## src/rtl/updown_counter_mod.sv

```systemverilog
// updown_counter_mod: modulo-MODULUS up/down counter with load, cascade tc, wrap pulse and sticky load error.
// Define UDCNT_SAT_EN to saturate at 0 / MODULUS-1 instead of wrapping.
module updown_counter_mod #(
   parameter int WIDTH       = 4,
   parameter int MODULUS     = 16,
   parameter int RESET_VALUE = 0
) (
   input  logic             clk,
   input  logic             rst,
   input  logic             en,
   input  logic             up_dn,
   input  logic             load,
   input  logic [WIDTH-1:0] load_val,
   output logic [WIDTH-1:0] q,
   output logic             tc,
   output logic             wrap,
   output logic             load_err
);
   localparam int MAX_I = MODULUS - 1;
   localparam logic [WIDTH:0] MAX = MAX_I[WIDTH:0];
   localparam logic [WIDTH-1:0] RST_Q = RESET_VALUE[WIDTH-1:0];
`ifdef UDCNT_SAT_EN
   localparam bit SAT = 1'b1;
`else
   localparam bit SAT = 1'b0;
`endif
   // one extra bit keeps MODULUS = 2^WIDTH representable in compares
   logic [WIDTH:0] qx, lx, nxt;
   logic unused_msb;
   assign qx = {1'b0, q};
   assign lx = {1'b0, load_val};
   assign tc = en & ~load & (up_dn ? qx == MAX : qx == '0);
   assign nxt = load ? (lx <= MAX ? lx : MAX) :
                tc   ? (SAT ? qx : (up_dn ? '0 : MAX)) :
                en   ? (up_dn ? qx + 1'b1 : qx - 1'b1) :
                       qx;
   assign unused_msb = nxt[WIDTH];
   always_ff @(posedge clk) begin
      if (rst) begin
         q        <= RST_Q;
         wrap     <= 1'b0;
         load_err <= 1'b0;
      end else begin
         q        <= nxt[WIDTH-1:0];
         wrap     <= tc & ~SAT;
         load_err <= load_err | (load & (lx > MAX));
      end
   end
endmodule

```

## config.mk

```make
export PLATFORM = sky130hd
export DESIGN_NAME = updown_counter_mod
export DESIGN_NICKNAME = d
export VERILOG_FILES = /design/src/rtl/updown_counter_mod.sv
export SDC_FILE = /design/constraint.sdc
export NUM_CORES = 1
export LEC_CHECK = 0
export ABC_AREA = 0
export BUFFER_PORTS_ARGS = -buffer_cell sky130_fd_sc_hd__buf_4
export CAP_MARGIN = 20
export CORE_AREA = 3 3 40 42
export DETAILED_ROUTE_END_ITERATION = 7
export DIE_AREA = 0 0 43 45
export SYNTH_ARGS = -nofsm -noshare
export SYNTH_HDL_FRONTEND = slang
export SYNTH_SLANG_ARGS = --single-unit
```

## constraint.sdc

```tcl
create_clock -name clk -period 1.5 [get_ports clk]
set_input_delay 0.075 -clock clk [delete_from_list [all_inputs] [get_ports clk]]
set_output_delay 0.075 -clock clk [all_outputs]
set_load 0.02 [all_outputs]
```

Word-level counts from Yosys, hierarchy flattened
Cells that the tools add are included.
{"block": "classes", "n_mux": 7, "n_bitwise": 5, "add_sub_neg": 2, "eq_ne": 1, "magnitude_cmp": 2, "reduce_logical": 2}
{"operator": "two-way mux 4 bit", "count": 6}
{"operator": "zero test 5 bit", "count": 1}
{"operator": "adder 4 x 1 -> 4 bit (second input constant)", "count": 1}
{"operator": "equality test 4 bit (second input constant)", "count": 1}
{"operator": "greater-than comparator 4 bit (second input constant)", "count": 1}
{"operator": "<= comparator 4 bit (second input constant)", "count": 1}
{"operator": "subtractor 4 x 1 -> 4 bit (second input constant)", "count": 1}
{"operator": "AND 1 bit", "count": 3}
{"operator": "nonzero test 3 bit", "count": 1}
{"operator": "two-way mux 1 bit", "count": 1}
{"operator": "inverter 1 bit", "count": 1}
{"operator": "OR 1 bit", "count": 1}
{"block": "totals", "regBits": 6, "output_inout_bits": 7, "inputBits": 9, "wordCells": 22}

Depth between registers and ports, before layout
{"block": "depth", "word_depth": 5, "depth_mapped": 6, "ltp_nobuf": 6}

Worst setup path after synthesis
OpenSTA, ideal clock, no wires.
{"block": "synth_timing", "kind": "reg2reg", "start": "reg q[1]", "end": "reg q[3]", "n_path_buf": 0, "path_stages_with_launch": 5, "path_slack_ps": -120, "required_ps": 1371, "period_less_slack_ps": 1620, "setup_time_ps": 129, "arrival_time_ps": 1491, "cell_sequence": "dfxtp_1 > or4_4 > mux2i_1 > and2b_1 > o41ai_1"}
{"block": "synth_via", "elab_chain_len": 5, "word_cells_on_any_way": 11, "cone_classes": "2 x add/sub; 1 x eq/ne; 5 x mux; 1 x bitwise; 2 x reduce/logical"}
{"element": "start: declaration", "line": "14", "text": "output logic [WIDTH-1:0] q,"}
{"element": "start signal: assignment", "line": "44", "text": "q <= nxt[WIDTH-1:0];"}
{"element": "equality test 4 bit / zero test 5 bit (equally long branches)", "line": "32", "text": "assign tc = en & ~load & (up_dn ? qx == MAX : qx == '0);"}
{"element": "two-way mux 1 bit (*)", "line": "32"}
{"element": "AND 1 bit (*)", "line": "32"}
{"element": "net tc", "line": "15", "text": "output logic tc,"}
{"element": "two-way mux 4 bit", "line": "34", "text": "tc ? (SAT ? qx : (up_dn ? '0 : MAX)) :"}
{"element": "two-way mux 4 bit", "line": "33", "text": "assign nxt = load ? (lx <= MAX ? lx : MAX) :"}
Mark *: on every way through the listed nets, which the timed path passes. The rest lies on a longest branch. The select of a mux whose other input is x is not followed.
A chain may end at the register's enable or synchronous reset.

Final worst setup path
{"block": "layout_timing", "start": "reg q[3]", "end": "out tc"}
{"block": "layout_via", "elab_chain_len": 3, "word_cells_on_any_way": 4, "cone_classes": "1 x eq/ne; 1 x mux; 1 x bitwise; 1 x reduce/logical"}
{"element": "equality test 4 bit / zero test 5 bit (equally long branches)", "line": "32"}
{"element": "two-way mux 1 bit (*)", "line": "32"}
{"element": "AND 1 bit (*)", "line": "32"}
{"element": "end: declaration", "line": "15"}
Mark *: on every way between the ends. The rest lies on a longest branch, timed or not.

==> metrics.md <==
| Metric | Value |
|---|---|
| Post-route insts no fill | `84` |
| Cell taking the most area after synthesis | `dfxtp_1` |
| Fill cell count | `139` |
| Worst skew pair latency | `240 ps` |
| Final Cycle Share | `1.11` |
| Fin Hold WS | `59.3 ps` |
| Total CTS buffers | `3` |
| CP Capture Point | `tc` |
| GPL Wtd Cong | `0.793` |
| Internal Power | `368 uW` |
| Fin Clk Skew | `3.67 ps` |
| Routed Antenna Nets | `0` |
| Final WL | `993 um` |
| Synth Area per Inst | `8.93 um^2` |
| Worst IR drop on VDD | `339 uV` |
| Buffers on Ports | `14` |
| H-tree Lvls | `1` |
| Die width | `43 um` |
| Largest cells by area after synthesis | `dfxtp_1, nor2b_1, xnor2_1` |
| Flop pwr share | `0.288` |
| CP Cell Sequence | `or4_4 -> mux2i_1 -> and2b_2 -> buf_6` |
| Crit path launch type | `flip-flop` |
| Commonest non-fill, non-tap cells in the layout | `buf_4, nor2b_1` |
| Residual DRC count | `0` |
| IO Pins | `16` |
| Post-Syn Area | `393 um^2` |
| Post-CTS Hold Buffers | `0` |
| Sequential area share after synthesis | `0.255` |
| Worst-path clk slew | `50 ps` |
| Psw | `~170 uW` |
| Slew Limit Fails | `0` |
| Clock share of power | `0.293` |
| Root Buffer | `clkbuf_4` |
| Failing checks | `negative setup slack` |
| HPWL after DPL | `771 um` |
| Std-Cell Rows | `13` |
| Post-route setup slack | `-160 ps` |
| R2R Path End | `q[1]` |
| Leakage Power | `between 0.3 and 0.4 nW` |
| Slowest-stage cell, CP | `or4_4` |
| Net count, final | `82` |
| Detailed-route vias per instance | `4.63` |
| Max-cap viol count | `0` |
| Worst Setup End Kind | `primary output` |
| Post-Syn Instances | `44` |
| Worst reg2reg path depth | `4` |
| Routed len/inst | `11.8 um` |
| Clock Tree Buf Depth | `2` |
| Hold Path Class | `in -> reg` |
| Sequential cell area | `108 um^2` |
| Fmax | `602 MHz` |
| Combinational power share | `0.419` |
| Crit-path max FO | `2` |
| Synth top area share | `0.255` |
| Reg2reg setup slack | `-60 ps` |
| Critical path origin | `q[3]` |
| Placed instance count | `77` |
| Kind of critical path | `reg -> out` |
| Status | `finished with violations` |
| RR Startpoint | `q[3]` |
| Largest net degree at the start of global routing | `11` |
| RSZ-0062 raised after global routing | `true` |
| Global-route wire length before repair | `approximately 1.5 mm` |
| Global-route usage over all layers | `0.110` |
| Setup Viol. Count Final | `4` |
| Yosys warnings | `0` |
| PwrDens | `856 mW/mm^2` |
| CTS tree | `done` |
| Die area | `about 0.0019 mm^2` |
| Initial Utilization | `0.306` |
| Worst EP required | `1420 ps` |
| Overflow after GRT | `0` |
| Share of cells above drive strength 1 | `0.493` |
| Final Util | `0.490` |
| Final Hold Viols | `0` |
| Starting DRT DRC Count | `1` |
| TritonRoute pass-1 iters | `3` |
| Fin crit period | `1660 ps` |
| Initial antenna violation count | `0` |
| Die H | `between 40 and 50 um` |
| Placeable Area | `0.00128 mm^2` |
| Worst path max stage delay | `550 ps` |
| Synthesized flop and latch total | `5` |
| CP arrival | `around 1600 ps` |
| P&R area growth vs syn | `60.2%` |
| Routed vias | `389` |
| Number of diodes | `0` |
| Vias in the first global route | `around 360` |
| Switch share | `0.317` |
| Area taken by multi-input logic gates | `~290 um^2` |
| DP Worst Slack | `-93.3 ps` |
| Synthesized net count | `56` |
| Distinct cell type count after synthesis | `25` |
| CTS Sinks | `5` |
| Commonest non-fill, non-tap cell in the layout | `buf_4` |
metal layers:
layer | vias to the layer above | GRT usage | wire length (um)
met2 | 12 | 0.168 | 426
met5 | - | 0 | 0
met1 | 170 | 0.137 | 493
met4 | 0 | 0.0723 | 13
li1 | 205 | - | -
met3 | 2 | 0.0279 | 60
cell usage after synthesis, drive strengths merged:
| library cell | instances |
|---|---|
| nor2 | 2 |
| nand4 | 1 |
| a21oi | 3 |
| and2b | 1 |
| o32ai | 2 |
| o41ai | 1 |
| buf | 2 |
| nor3 | 2 |
| dfxtp | 5 |
| xor2 | 1 |
| inv | 3 |
| nor2b | 6 |
| ha | 2 |
| fa | 1 |
| o31ai | 1 |
| or4 | 1 |
| or3 | 1 |
| a21o | 1 |
| xnor2 | 3 |
| nand2b | 1 |
| conb | 1 |
| mux2i | 1 |
| nor3b | 1 |
| a21boi | 1 |
sequential cells by signal, indices dropped and copies added, names as in the netlist:
| name | flops |
|---|---|
| q | 4 |
| wrap | 1 |
cells by family (layout without fill, tap and decap cells):
group / Yosys count / after routing / synth area share
other: 1 / 1 / 0.00954
flip-flops: 5 / 5 / 0.255
AND/OR/NAND/NOR: 16 / 16 / 0.283
adder cells (fa/ha/maj): 3 / 3 / 0.115
AO/OA/AOI/OAI: 9 / 9 / 0.162
XOR/XNOR: 4 / 4 / 0.0892
buffers and inverters: 5 / 30 / 0.0605
multiplexers: 1 / 1 / 0.0255
worst min-delay path by stage:
stage | slack, ps | end | start | depth (start not counted)
after floorplan | 150 | wrap | rst | 1
after global placement | 300 | wrap | rst | 2
after detailed placement | 300 | q[0] | rst | 2
after CTS | 40 | q[0] | rst | 2
after global routing | 60 | wrap | rst | 2
final | 60 | q[0] | rst | 2
layout make-up:
type                    instances  area share
inverters                       3      0.0179
repair buffers                 23       0.280
multi-input cells              34       0.459
well taps                      15      0.0298
flip-flops and latches          5       0.171
clock buffers                   4      0.0417
worst max-delay path, delay by kind of cell, from the launching register on:
family	cells	cell delay (ps)
multiplexers	1	170
AND/OR/NAND/NOR	2	730
buffers and inverters	1	110
flip-flops	1	330
power groups by stage:
stage | Sequential (mW) | Clock, mW | Combinational, mW
6_report | 0.155 | 0.158 | 0.226
5_1_grt | 0.156 | 0.176 | 0.249
4_1_cts | 0.155 | 0.168 | 0.216
3_5_place_dp | 0.160 | 0 | 0.205
3_3_place_gp | 0.159 | 0 | 0.204
2_1_floorplan | 0.183 | 0 | 0.0960
what timing repair did:
action,4_1_cts,5_1_grt
gates resized for setup,1,3
setup buffers,3,0
pin swaps,3,2
endpoints found under the hold margin,0,0
endpoints found under the setup margin,3,5
per-stage QoR:
stage / TNS (ps) / power [mW] / instance area (um^2)
5_1_grt: -533 / 0.581 / 629
3_5_place_dp: -102 / 0.365 / 558
2_1_floorplan: -0.0417 / 0.279 / 402
3_3_place_gp: -116 / 0.363 / 558
4_1_cts: -386 / 0.540 / 611
6_report: -266 / 0.539 / 629
No activity file was read; power rests on OpenSTA's default activity.
